[src/rtl/cru_pkg.sv]
// Shared definitions for the TMS9900-style CRU read and write cycle generators.
package cru_pkg;

    localparam int CRU_ADDR_W = 12;   // CRU bit address (A3..A14)
    localparam int CRU_DATA_W = 16;   // widest LDCR/STCR transfer
    localparam int CRU_CNT_W  = 4;    // bit count field, 0 encodes 16
    localparam int CRU_BUS_W  = 15;   // full address bus width
    localparam int CRU_TMR_W  = 8;    // phase timer width

    typedef enum logic [2:0] {
        IDLE,
        SETUP,
        STROBE,
        HOLD,
        DONE
    } cru_state_e;

    // Expand the 4-bit count field into the real number of bits (0 means 16).
    function automatic logic [CRU_CNT_W:0] cru_expand_count(input logic [CRU_CNT_W-1:0] cnt);
        logic [CRU_CNT_W:0] res;
        if (cnt == '0) begin
            res = (CRU_CNT_W+1)'(CRU_DATA_W);
        end else begin
            res = {1'b0, cnt};
        end
        return res;
    endfunction

endpackage

[src/rtl/cru_phase_timer.sv]
// Loadable down-counter with terminal-count flag; times the CRU bus phases.
module cru_phase_timer
    import cru_pkg::*;
#(
    parameter int W = CRU_TMR_W
) (
    input  logic         clk,
    input  logic         rst,
    input  logic         load_i,
    input  logic [W-1:0] load_val_i,
    output logic         tc_o
);

    logic [W-1:0] cnt_q;

    // Load on phase entry, otherwise count down and rest at zero.
    always_ff @(posedge clk or posedge rst) begin
        if (rst) begin
            cnt_q <= '0;
        end else if (load_i) begin
            cnt_q <= load_val_i;
        end else if (cnt_q != '0) begin
            cnt_q <= cnt_q - W'(1);
        end
    end

    // Terminal count: the current phase ends on the next edge.
    assign tc_o = (cnt_q == '0);

endmodule

[src/rtl/cru_write_gen.sv]
// CRU output cycle generator: serializes a word LSB first as SETUP/STROBE/HOLD
// bus cycles, one CRUCLK pulse per bit, with incrementing bit address.
module cru_write_gen
    import cru_pkg::*;
#(
    parameter int SETUP_CYC = 2,
    parameter int PULSE_CYC = 1,
    parameter int HOLD_CYC  = 1
) (
    input  logic                  phi2,
    input  logic                  reset,
    input  logic                  write_request,
    input  logic [CRU_ADDR_W-1:0] base_addr,
    input  logic [CRU_DATA_W-1:0] wdata,
    input  logic [CRU_CNT_W-1:0]  bit_count,
    output logic [CRU_BUS_W-1:0]  address_bus,
    output logic                  cruout,
    output logic                  cruclk,
    output logic                  busy,
    output logic                  write_done
);

    // Timer reload values: a phase of N cycles loads N-1 and ends at terminal count.
    localparam logic [CRU_TMR_W-1:0] SETUP_LD = CRU_TMR_W'(SETUP_CYC - 1);
    localparam logic [CRU_TMR_W-1:0] PULSE_LD = CRU_TMR_W'(PULSE_CYC - 1);
    localparam logic [CRU_TMR_W-1:0] HOLD_LD  = CRU_TMR_W'(HOLD_CYC - 1);
    localparam logic [CRU_CNT_W:0]   LAST_BIT = (CRU_CNT_W+1)'(1);

    cru_state_e              state_q, state_d;
    logic [CRU_ADDR_W-1:0]   addr_q, addr_d;
    logic [CRU_DATA_W-1:0]   data_q, data_d;
    logic [CRU_CNT_W:0]      bits_q, bits_d;
    logic                    cruclk_q, cruclk_d;
    logic                    busy_q, busy_d;
    logic                    done_q, done_d;

    logic                    tmr_load;
    logic [CRU_TMR_W-1:0]    tmr_val;
    logic                    tmr_tc;

    cru_phase_timer #(
        .W(CRU_TMR_W)
    ) u_timer (
        .clk        (phi2),
        .rst        (reset),
        .load_i     (tmr_load),
        .load_val_i (tmr_val),
        .tc_o       (tmr_tc)
    );

    // Next-state and next-output logic; all outputs are taken from registers.
    always_comb begin
        state_d  = state_q;
        addr_d   = addr_q;
        data_d   = data_q;
        bits_d   = bits_q;
        cruclk_d = 1'b0;
        busy_d   = busy_q;
        done_d   = 1'b0;
        tmr_load = 1'b0;
        tmr_val  = '0;

        unique case (state_q)
            IDLE: begin
                busy_d = 1'b0;
                if (write_request) begin
                    addr_d   = base_addr;
                    data_d   = wdata;
                    bits_d   = cru_expand_count(bit_count);
                    busy_d   = 1'b1;
                    state_d  = SETUP;
                    tmr_load = 1'b1;
                    tmr_val  = SETUP_LD;
                end
            end
            SETUP: begin
                if (tmr_tc) begin
                    state_d  = STROBE;
                    cruclk_d = 1'b1;
                    tmr_load = 1'b1;
                    tmr_val  = PULSE_LD;
                end
            end
            STROBE: begin
                cruclk_d = 1'b1;
                if (tmr_tc) begin
                    state_d  = HOLD;
                    cruclk_d = 1'b0;
                    tmr_load = 1'b1;
                    tmr_val  = HOLD_LD;
                end
            end
            HOLD: begin
                if (tmr_tc) begin
                    if (bits_q == LAST_BIT) begin
                        state_d = DONE;
                        busy_d  = 1'b0;
                        done_d  = 1'b1;
                    end else begin
                        // Address and data bit advance together, while CRUCLK is low.
                        state_d  = SETUP;
                        addr_d   = addr_q + CRU_ADDR_W'(1);
                        data_d   = data_q >> 1;
                        bits_d   = bits_q - (CRU_CNT_W+1)'(1);
                        tmr_load = 1'b1;
                        tmr_val  = SETUP_LD;
                    end
                end
            end
            DONE: begin
                busy_d  = 1'b0;
                state_d = IDLE;
            end
            default: begin
                state_d = IDLE;
                busy_d  = 1'b0;
            end
        endcase
    end

    // State and output registers; reset drops every strobe immediately.
    always_ff @(posedge phi2 or posedge reset) begin
        if (reset) begin
            state_q  <= IDLE;
            addr_q   <= '0;
            data_q   <= '0;
            bits_q   <= '0;
            cruclk_q <= 1'b0;
            busy_q   <= 1'b0;
            done_q   <= 1'b0;
        end else begin
            state_q  <= state_d;
            addr_q   <= addr_d;
            data_q   <= data_d;
            bits_q   <= bits_d;
            cruclk_q <= cruclk_d;
            busy_q   <= busy_d;
            done_q   <= done_d;
        end
    end

    assign address_bus = {{(CRU_BUS_W-CRU_ADDR_W){1'b0}}, addr_q};
    assign cruout      = data_q[0];
    assign cruclk      = cruclk_q;
    assign busy        = busy_q;
    assign write_done  = done_q;

endmodule

[config.mk]
export PLATFORM = sky130hd
export DESIGN_NAME = cru_write_gen
export DESIGN_NICKNAME = d
export VERILOG_FILES = /design/src/rtl/cru_pkg.sv /design/src/rtl/cru_phase_timer.sv /design/src/rtl/cru_write_gen.sv
export SDC_FILE = /design/constraint.sdc
export NUM_CORES = 1
export LEC_CHECK = 0
export ABC_AREA = 1
export BUFFER_PORTS_ARGS = -buffer_cell sky130_fd_sc_hd__buf_2
export CAP_MARGIN = 20
export CORE_MARGIN = 5
export CORE_UTILIZATION = 50
export DETAILED_ROUTE_END_ITERATION = 7
export PLACE_DENSITY_LB_ADDON = 0.05
export SKIP_LAST_GASP = 1
export SLEW_MARGIN = 20
export SYNTH_ARGS = -nofsm -noshare
export SYNTH_HDL_FRONTEND = slang
export SYNTH_SLANG_ARGS = --single-unit
[constraint.sdc]
create_clock -name phi2 -period 1.54 [get_ports phi2]
set_input_delay 0.231 -clock phi2 [delete_from_list [all_inputs] [get_ports phi2]]
set_output_delay 0.231 -clock phi2 [all_outputs]
set_load 0.01 [all_outputs]
Yosys cells after proc, flatten, opt, wreduce, memory -nomap -nowiden
Cells that the tools add are included.
- input port bits: 35
- register bits: 47
- output and inout bits: 19
- equal/unequal tests: 10
- bitwise operators: 1
- add/sub/neg operators: 3
- multiplexer cells: 38
- reduce and logical (&&, ||, !) cells: 10
- operators with widths (kind ; number):
    16-bit 2-to-1 mux ; 3
    12-bit 2-to-1 mux ; 3
    16-bit one-hot mux with 2 select lines ; 1
    12-bit one-hot mux with 2 select lines ; 1
    5-bit 2-to-1 mux ; 4
    8-bit 2-to-1 mux ; 2
    3-bit 2-to-1 mux ; 5
    1-bit 2-to-1 mux ; 13
    12-bit by 1-bit adder with 12-bit output (second input constant) ; 1
    2-bit != test (second input constant) ; 6
    3-bit one-hot mux with 4 select lines ; 1
    5-bit one-hot mux with 2 select lines ; 1
    8-bit logical NOT ; 1
    4-bit AND reduction ; 2
    8-bit nonzero test ; 1
    8-bit by 1-bit subtractor with 8-bit output (second input constant) ; 1
    3-bit by 2-bit == test with 1-bit output (second input constant) ; 2
    1-bit one-hot mux with 3 select lines ; 2
    5-bit by 1-bit == test with 1-bit output (second input constant) ; 1
    5-bit by 1-bit subtractor with 5-bit output (second input constant) ; 1
    4-bit logical NOT ; 1
    1-bit one-hot mux with 2 select lines ; 2
    2-bit nonzero test ; 2
    3-bit by 1-bit == test with 1-bit output (second input constant) ; 1
    other kinds (4) ; 4

Logic depth before layout (Yosys ltp)
Gate-level depths: netlist of the first run.
- depth after elaboration: 5
- gate-level depth with buffers: 11
- gate-level depth less buffers: 10

Cells and area by module
Synthesis of the first run repeated with hierarchy kept, for this count alone.
- cell total of the unflattened synthesis: 394
- area total of the unflattened synthesis: 3009.1 µm²
- modules (own cells, without submodules) (module ; sequential area each (µm²) ; area each (µm²) ; cells each ; times used):
    cru_write_gen ; 975.9 ; 2478.6 ; 323 ; 1
    cru_phase_timer ; 200.2 ; 530.5 ; 71 ; 1

Worst setup path before layout of the first run
OpenSTA, ideal clock, no wires.
- path type: reg2reg
- from: reg u_timer.cnt_q[0]
- to: reg addr_q[9]
- clock period less this slack: 1.490 ns
- cell stages (with the launch flop): 11
- buffers on the path: 1
- required time: 1.423 ns
- arrival time: 1.373 ns
- slack: 0.050 ns
- path through: dfrtp_1 -> inv_1 -> ha_1 -> nand2_2 -> nor2_8 -> nand2_4 -> nand2_4 -> inv_2 -> buf_6 -> nand2_1 -> nand2_1
- cells in the longest elaborated chain, start to end: 3
- RTL lines (what ; line ; RTL):
    start, declared ; cru_phase_timer.sv:14 ; logic [W-1:0] cnt_q;
    start signal, assigned ; cru_phase_timer.sv:21 ; cnt_q <= load_val_i;
    start signal, assigned ; cru_phase_timer.sv:23 ; cnt_q <= cnt_q - W'(1);
    8-bit logical NOT ; cru_phase_timer.sv:28 ; assign tc_o = (cnt_q == '0);
    2-bit != test (no line) ; n/a ;
    4-bit AND reduction (no line) ; n/a ;
    end signal, assigned ; cru_write_gen.sv:133 ; addr_q <= addr_d;
    end, declared ; cru_write_gen.sv:30 ; logic [CRU_ADDR_W-1:0] addr_q, addr_d;
No other way between the ends.
A chain may end at the register's enable or synchronous reset.

Final worst setup path of the first run
- from: reg bits_q[1]
- to: reg data_q[15]
- cells in the longest elaborated chain, start to end: 3
- RTL lines (what ; line ; RTL):
    start, declared ; cru_write_gen.sv:32 ; logic [CRU_CNT_W:0] bits_q, bits_d;
    start signal, assigned ; cru_write_gen.sv:135 ; bits_q <= bits_d;
    5-bit by 1-bit == test with 1-bit output ; cru_write_gen.sv:95 ; if (bits_q == LAST_BIT) begin
    2-bit != test (no line) ; n/a ;
    4-bit AND reduction (no line) ; n/a ;
    end signal, assigned ; cru_write_gen.sv:134 ; data_q <= data_d;
    end, declared ; cru_write_gen.sv:31 ; logic [CRU_DATA_W-1:0] data_q, data_d;
No other way between the ends.

==> summary.txt, run 1 <==
Routing
  • Routed wl met3: 272 µm
  • Vias: 2,631
  • DRT Pass-1 Iters: 6
  • DRT iter0 DRCs: 100
  • Routed wl met2: 3.26 mm
  • Routed WL: 6.74 mm
  • Met1 wire length: 3.08 mm
  • Antenna Violating Nets Remaining: 0
  • Drt drc: 0
  • Per-cell routed wire length: 12.8 µm
  • Highest routed metal layer: met4
  • Vias/cell: 5.00

GRT
  • First-pass GRT wire length: 10.8 mm
  • Total GRT Usage: 0.181
  • Initial antenna violation count: 0
  • Largest net degree at the start of global routing: 48
  • Grt ovf: 0
  • Vias in the first global route: 2,397

Synthesis
  • Sequential area share after synthesis: 0.422
  • Top FF cell, synth: dfrtp_1
  • Unique masters post-synth: 31
  • Average size of a mapped cell: 7.26 µm²
  • Number of synthesized flops with an enable pin: 0
  • Fraction of registers with async set/reset: 1.00
  • Post-synthesis instance total: 384
  • Mapped Area: 2790 µm²
  • Synthesis Warnings: 0
  • Synth Register Bits: 47

Cells and area
  • Area taken by multi-input logic gates: 1440 µm²
  • Layout cells sized above 1: 0.260
  • Design Area, Final: 3540 µm²
  • # fillers: 501
  • Sequential cell area: 1180 µm²
  • Area delta synth->final: 27.0%
  • NumNets Final: 493
  • Ant. Diodes: 0

Pwr
  • Leak Pwr: 1.83 nW
  • Total power: 6.84 mW
  • Cell internal pwr: 3.83 mW
  • Max VDD drop: 0.828 mV
  • Total net switching power: 3.01 mW
  • Switching Share: 0.440
  • Pwr/cell area: 1930 nW/µm²
  • Comb pwr share: 0.529
  • Clk pwr share: 0.140
  • Sequential cell fraction of total power: 0.331

Placement
  • Post-DP HPWL: 4.57 mm
  • Routability cong.: 0.852
  • Place WS: -0.0132 ns
  • Number of port buffers: 50
  • Area after DPL: 3160 µm²

STA
  • Final Hold Slack: 0.149 ns
  • Setup violations, final: 0
  • Fmax: 677 MHz
  • Tmin final: 1.48 ns
  • Slew Limit Fails: 0
  • PnR worst setup slack: 0.0621 ns
  • Period utilisation layout: 0.960
  • Fin Setup TNS: 0 ns
  • Final hold violations: 0
  • Layout Skew: 0.00795 ns

CTS
  • Num CTS Buffers: 5
  • H-Tree Depth: 2
  • Clk buf depth: 2
  • Total clock sinks: 47
  • Clock-pin slew on the worst setup and hold paths: 0.10 ns
  • Root Driver: clkbuf_8
  • TritonCTS clock tree: done
  • Clock latency on the worst-skew pair: 0.31 ns

Floorplanning
  • Die Ht: 84.7 µm
  • Die area: 7170 µm²
  • Initial core utilization: 0.509
  • I/O Pins: 54
  • Core area: 5470 µm²
  • Die W: 84.7 µm
  • Std-Cell Rows: 27

Setup path
  • CP Max Fanout: 7
  • Kind of end point of the critical path: register
  • CP Data Arrival Time: 1.68 ns
  • Worst EP required: 1.75 ns
  • Startpoint Class: register
  • Crit path kind: register to register

Job
  • Max cap viols: 0

Outcome
  • Outcome: finished clean

Hold path
  • Tightest Hold Check Type: input pin to register
## cells by family after synthesis
logic type               count (synthesis)  synth area share
AO/OA/AOI/OAI                           56             0.104
XOR/XNOR                                 4            0.0126
adder cells (fa/ha/maj)                  5            0.0225
buffers and inverters                   59            0.0979
flip-flops                              47             0.422
multiplexers                             1           0.00359
other                                    1           0.00135
AND/OR/NAND/NOR                        211             0.336
## registers in the layout, summed over array words and instances, names as in the netlist
name           count
bits_q             5
write_done         1
cruclk             1
u_timer.cnt_q      8
state_q            3
busy               1
data_q            16
addr_q            12
## worst max-delay path, stage by stage (launching register included)
cell       delay (ns)
dfrtp_1          0.38
inv_2            0.08
ha_4             0.15
inv_4            0.03
nor2_4           0.14
a21oi_4          0.08
nand2_4          0.11
nand2_8          0.11
clkbuf_16        0.18
nand3_1          0.05
o21ai_0          0.07
## layout make-up
cell class                 count  share of cell area
multi-input combinational    280               0.407
sequential                    47               0.333
timing repair buffer          75               0.154
inverter                      44              0.0488
tap                           72              0.0255
clock buffer                   5              0.0194
clock inverter                 3              0.0131
## synthesized netlist by cell type (2+ instances only)
cell type  count  share of area
o21ai_1       23          0.041
ha_1           5          0.022
nand2_4        2         0.0081
o21ai_0       23          0.041
nand4_1        9          0.020
o21bai_1       2         0.0054
a21oi_1        6          0.011
inv_2          3         0.0040
buf_4          5          0.013
dfrtp_1       47           0.42
inv_1         41          0.055
nor3_1         5         0.0090
nor2_2         2         0.0045
clkbuf_1       4         0.0054
nand3_1       29          0.052
xor2_1         3         0.0094
nand2_1      125           0.17
buf_6          4          0.016
nor2_1        26          0.035
or2_2          5          0.011
nand3b_1       3         0.0081
nand2_2        2         0.0045
buf_2          2         0.0036
## stage by stage
step                      cells  utilization
after global placement      507        0.577
final                       526        0.647
after detailed placement    507        0.577
after floorplan             386            -
after CTS                   516        0.601
after global routing        526        0.647
## cells in the final DEF (no fill, tap or decap), types with 4 or more instances in the layout
master,count
nand4_1,9
nand2_1,121
nand3_1,29
inv_1,36
buf_4,15
inv_2,5
a21oi_1,6
or2_2,5
o21ai_1,23
nor2_1,23
clkbuf_8,5
o21ai_0,23
nand2_2,4
dfrtp_1,46
buf_2,50
## path summary, 6_finish.rpt
path,startpoint,endpoint,slack (ns),cells after the start
min in group asynchronous,reset,data_q[9],0.49,4
min reg2reg,data_q[0],data_q[0],0.48,2
max,bits_q[1],data_q[15],0.06,10
max reg2reg,bits_q[1],data_q[15],0.06,10
max in group asynchronous,reset,addr_q[1],0.81,4
min,wdata[15],data_q[15],0.15,3
## what timing repair did
item | in CTS | in global routing
gates resized for setup | 2 | 33
pin swaps | 1 | 9
buffers inserted | 0 | 7
endpoints found under the hold margin | 47 | 0
hold buffers | 1 | 0
gates cloned | 0 | 3
setup endpoints to repair | 17 | 43
## layer usage
metal	vias to the layer above	global-route usage
met4	0	0.0489
li1	1355	-
met1	1217	0.236
met3	10	0.0412
met2	49	0.302
met5	-	0
## power by group through the flow
stage	clock (mW)	combinational, mW	sequential (mW)
2_1_floorplan	0	2.18	2.25
3_3_place_gp	0	2.96	2.25
3_5_place_dp	0	3.03	2.26
4_1_cts	0.967	3.05	2.24
5_1_grt	1.03	4.09	2.34
6_report	0.956	3.62	2.27
Power figures use the tool's default switching activity.
==> run 2: changes to the inputs <==
PLACE_DENSITY = 0.77   (was default)
PLACE_DENSITY_LB_ADDON = default   (was 0.05)
==> run 2 against run 1 <==
  * Cell count increased by 0.57%
  * Clock-buffer cell count unchanged
  * Largest cell class unchanged
  * Critical path depth decreased by 2
  * Die area unchanged
  * Largest power group unchanged
  * Highest routed layer unchanged
  * Power decreased by 0.45%
  * Register-to-register slack about the same
  * Wire length decreased by 1.6%
  * First-iteration DRC count increased by 73%
  * Sequential share of layout area increased by 0.083 points
  * Sequential power about the same
==> summary.txt, run 2 (synthesized netlist as in run 1, its figures left out) <==
Setup path
  • R2R depth: 8
  • Slowest CP cell: dfrtp_1
  • CP Data Arrival Time: 1.71 ns
  • Worst setup path startpoint: u_timer.cnt_q[4]
  • Max incr delay on CP: 0.43 ns
  • Worst reg2reg startpoint: u_timer.cnt_q[4]
  • R2R setup slack: 0.07 ns
  • CP Max Fanout: 8
  • Most numerous cell on the critical path: nand2_1
  • Worst-path cell chain: nor2_2 -> nand2_2 -> nor2_8 -> nand2_4 -> nand2_8 -> clkbuf_16 -> nand2_1 -> nand2_1
  • End of the worst register-to-register path: bits_q[4]
  • Startpoint Class: register
  • Worst EP required: 1.78 ns
  • Crit path kind: register to register
  • Kind of end point of the critical path: register

CTS
  • TritonCTS clock tree: done
  • H-Tree Depth: 2
  • Root Driver: clkbuf_8
  • Clock latency on the worst-skew pair: 0.31 ns
  • Clock-pin slew on the worst setup and hold paths: 0.09 ns
  • Total clock sinks: 47
  • Clk buf depth: 2
  • Num CTS Buffers: 5

GRT
  • First-pass GRT wire length: 11.0 mm
  • Largest net degree at the start of global routing: 43
  • Grt ovf: 0
  • Total GRT Usage: 0.183
  • Vias in the first global route: 2,502
  • Initial antenna violation count: 0

Job
  • Max cap viols: 0

Floorplanning
  • Die Ht: 84.7 µm
  • Initial core utilization: 0.509
  • Die area: 7170 µm²
  • Die W: 84.7 µm
  • Core area: 5470 µm²
  • Std-Cell Rows: 27
  • I/O Pins: 54

Placement
  • Post-DP HPWL: 4.50 mm
  • Number of port buffers: 50
  • Post-Place Cells: 506
  • Routability cong.: 0.866

Routing
  • DRT iter0 DRCs: 173
  • Antenna Violating Nets Remaining: 0
  • DRT Pass-1 Iters: 4
  • Drt drc: 0
  • Vias/cell: 5.10
  • Routed WL: 6.64 mm
  • Vias: 2,698
  • Per-cell routed wire length: 12.6 µm

Hold path
  • Hold endpoint: data_q[15]
  • Tightest Hold Check Type: input pin to register
  • Hold path cells: 3
  • HP Start: wdata[15]

Cells and area
  • Layout cells sized above 1: 0.249
  • NumNets Final: 496
  • Largest register FFs: 16
  • Commonest non-fill, non-tap cell in the layout: nand2_1
  • Biggest regs: data_q (16), addr_q (12), u_timer.cnt_q (8)
  • Area delta synth->final: 26.6%
  • Ant. Diodes: 0
  • Biggest register: data_q
  • Non-filler cells, final: 529
  • Most frequent cells in the layout: nand2_1 (123), buf_2 (50), dfrtp_1 (47)

STA
  • Period utilisation layout: 0.955
  • Final Hold Slack: 0.153 ns
  • Fin Setup TNS: 0 ns
  • Final hold violations: 0
  • Tmin final: 1.47 ns
  • RSZ-0062 raised after global routing: true
  • Layout Skew: 0.0120 ns
  • Slew Limit Fails: 0
  • Fmax: 680 MHz
  • Setup violations, final: 0

Pwr
  • Leak Pwr: 1.84 nW
  • Pwr/cell area: 1930 nW/µm²
  • Max VDD drop: 0.767 mV

Outcome
  • Outcome: finished clean
run 2: worst max-delay path: cells and delay by family (launching register included):
| family | cells | cell delay, ns |
|---|---|---|
| AND/OR/NAND/NOR | 7 | 0.81 |
| flip-flops | 1 | 0.43 |
| buffers and inverters | 1 | 0.16 |
run 2: report_power, final:
| part | leakage, nW | internal, mW | switching [mW] |
|---|---|---|---|
| clock network | 0.0581 | 0.484 | 0.440 |
| logic | 1.20 | 1.57 | 2.07 |
| registers | 0.590 | 1.79 | 0.458 |
| total | 1.84 | 3.84 | 2.96 |
run 2: metal layers:
metal	global-route usage	vias to the layer above	part of all wire
li1	-	1367	-
met1	0.238	1259	0.44
met5	0	-	0
met3	0.0383	5	0.057
met4	0.0388	0	0.0066
met2	0.313	67	0.50
run 2: layout make-up:
cell class | count | area (µm²)
clock buffer | 5 | 68.8
clock inverter | 3 | 43.8
fill | 492 | 1950
inverter | 44 | 168
multi-input combinational | 281 | 1410
sequential | 47 | 1180
tap | 72 | 90.1
timing repair buffer | 77 | 568
run 2: worst max-delay path by stage:
stage	endpoint	slack (ns)	depth (start not counted)
finish	bits_q[4]	0.07	8
global route	addr_q[10]	-0.02	8
detailed placement	u_timer.cnt_q[2]	-0.01	10
global placement	data_q[15]	0.06	9
CTS	bits_q[2]	0.05	9
floorplan	addr_q[9]	0.05	10
run 2: repair_timing:
action / CTS / global route
resized for setup: 5 / 14
setup endpoints to repair: 8 / 37
hold buffers: 1 / 0
setup buffers: 4 / 6
endpoints found under the hold margin: 17 / 0
cloned: 1 / 3
pin swaps: 2 / 3
run 2: metrics by stage:
step                      cell area [µm²]  setup slack (ns)  power, mW   util
after detailed placement             3170           -0.0124       5.31  0.580
after global routing                 3530           -0.0212       7.42  0.644
after global placement               3170            0.0582       5.20  0.580
after CTS                            3370            0.0473       6.45  0.616
after floorplan                      2790            0.0495       4.43      -
final                                3530            0.0693       6.81  0.644
==> run 3: changes to the inputs <==
CORE_ASPECT_RATIO = 1.4   (was default)
CORE_UTILIZATION = 45   (was 50)
PLACE_DENSITY = 0.71   (was 0.77)
SETUP_SLACK_MARGIN = 0.15   (was default)
==> run 3 against run 2 <==
  * Setup slack better by 0.0098 ns
  * Sequential power grew 2%
  * Core utilization shrank 4.2 points
  * Critical endpoint is now data_q[15]
  * Largest cell class unchanged
==> summary.txt, run 3 (synthesized netlist as in run 1, its figures left out) <==
Cells and area
  • Ant. Diodes: 0
  • Commonest non-fill, non-tap cell in the layout: nand2_1
  • Largest register FFs: 16
  • Area delta synth->final: 32.6%
  • Biggest register: data_q
  • Most frequent cells in the layout: nand2_1 (112), buf_2 (50), dfrtp_1 (43)
  • Layout cells sized above 1: 0.323
  • NumNets Final: 503
  • Non-filler cells, final: 534
  • Biggest regs: data_q (16), addr_q (12), u_timer.cnt_q (8)

GRT
  • Met2 usage: 0.328
  • Total GRT Usage: 0.183
  • First-pass GRT wire length: 11.8 mm
  • Largest net degree at the start of global routing: 48
  • Met3 Use GR: 0.0350
  • Initial antenna violation count: 0
  • Vias in the first global route: 2,652
  • GR peak layer: met2
  • Global routing usage on met1: 0.220
  • Grt ovf: 0

CTS
  • Root Driver: clkbuf_8
  • Clock-pin slew on the worst setup and hold paths: 0.08 ns
  • Total clock sinks: 47
  • Num CTS Buffers: 5
  • Clock latency on the worst-skew pair: 0.30 ns
  • H-Tree Depth: 2
  • Clk buf depth: 2
  • TritonCTS clock tree: done

STA
  • RSZ-0062 raised after global routing: true
  • Slew Limit Fails: 0
  • Period utilisation layout: 0.949
  • Layout Skew: 0.00596 ns
  • Setup violations, final: 0
  • Fin Setup TNS: 0 ns
  • Tmin final: 1.46 ns
  • Final hold violations: 0
  • Fmax: 685 MHz

Floorplanning
  • I/O Pins: 54
  • Std-Cell Rows: 34
  • Die area: 7890 µm²
  • Die W: 76.5 µm
  • Initial core utilization: 0.455
  • Core area: 6130 µm²
  • Die Ht: 103 µm

Routing
  • Vias: 2,761
  • Antenna Violating Nets Remaining: 0
  • Per-cell routed wire length: 13.5 µm
  • DRT iter0 DRCs: 211
  • DRT Pass-1 Iters: 4
  • Drt drc: 0
  • Routed WL: 7.22 mm
  • Vias/cell: 5.17

Setup path
  • CP Data Arrival Time: 1.68 ns
  • Startpoint Class: register
  • End of the worst register-to-register path: data_q[15]
  • Buf/Inv on CP: 2
  • Max incr delay on CP: 0.40 ns
  • R2R setup slack: 0.08 ns
  • Worst setup path startpoint: u_timer.cnt_q[1]
  • Crit path kind: register to register
  • CP Max Fanout: 8
  • Slowest CP cell: dfrtp_1
  • Kind of end point of the critical path: register
  • Stages on the worst setup path: 9
  • R2R depth: 9
  • Crit path max-delay family: simple AND/OR/NAND/NOR gates
  • Worst EP required: 1.76 ns
  • Worst reg2reg startpoint: u_timer.cnt_q[1]
  • Worst-path cell chain: inv_2 -> ha_4 -> nand2_4 -> nor2_8 -> nand2_4 -> nand2_8 -> buf_8 -> nand3_2 -> o21ai_1
  • Most numerous cell on the critical path: nand2_4
  • Critical Path Sink: data_q[15]

Placement
  • Number of port buffers: 50
  • Routability cong.: 0.854
  • Post-DP HPWL: 4.72 mm
  • Post-Place Cells: 506

Job
  • Max cap viols: 0

Hold path
  • Hold path cells: 3
  • HP Start: wdata[15]
  • Tightest Hold Check Type: input pin to register

Pwr
  • Leak Pwr: 1.89 nW
  • Max VDD drop: 1.01 mV
  • Pwr/cell area: 1920 nW/µm²

Outcome
  • Outcome: finished clean
run 3: per-stage QoR:
step / utilization / worst slack, ns / hold slack [ns] / power (mW) / cell area [µm²]
4_1_cts: 0.573 / 0.0732 / 0.171 / 6.63 / 3510
6_report: 0.603 / 0.0791 / 0.184 / 7.11 / 3690
3_5_place_dp: 0.520 / 0.0343 / 0.293 / 5.38 / 3190
3_3_place_gp: 0.520 / 0.0706 / 0.293 / 5.29 / 3190
5_1_grt: 0.603 / 0.000624 / 0.190 / 7.71 / 3690
2_1_floorplan: - / 0.156 / 0.378 / 4.53 / 2830
run 3: per-layer routing:
| metal | vias up | share of wire |
|---|---|---|
| met2 | 72 | 0.52 |
| li1 | 1373 | - |
| met3 | 9 | 0.045 |
| met5 | - | 0 |
| met4 | 0 | 0.015 |
| met1 | 1307 | 0.42 |
run 3: worst register-to-register path, stage by stage, from the launching register on:
cell and delay, ns:
dfrtp_1 0.40, inv_2 0.11, ha_4 0.16, nand2_4 0.06
nor2_8 0.13, nand2_4 0.11, nand2_8 0.13, buf_8 0.16
nand3_2 0.06, o21ai_1 0.08
run 3: final cells by class:
class	instances	area, µm²
Multi-Input combinational cell	281	1570
Fill cell	567	2430
Sequential cell	47	1180
Inverter	44	173
Timing Repair Buffer	84	603
Tap cell	72	90.1
Clock buffer	6	72.6
run 3: worst min path at each step:
| stage | end |
|---|---|
| floorplan | data_q[15] |
| global placement | data_q[6] |
| detailed placement | write_done |
| CTS | data_q[15] |
| global route | data_q[15] |
| finish | data_q[15] |
run 3: timing repair:
| item | in CTS | in global routing |
|---|---|---|
| buffers inserted | 12 | 6 |
| cloned | 3 | 0 |
| gates resized for setup | 25 | 38 |
| pin swaps | 10 | 15 |
| hold buffers | 1 | 0 |
| endpoints found under the hold margin | 47 | 0 |
| endpoints found under the setup margin | 42 | 45 |
run 3: where the power goes:
part	total [mW]	switching (mW)	internal, mW	leakage, nW
registers	2.30	0.496	1.80	0.585
logic	4.11	2.32	1.79	1.26
clock network	0.699	0.395	0.304	0.0371
total	7.11	3.21	3.90	1.89
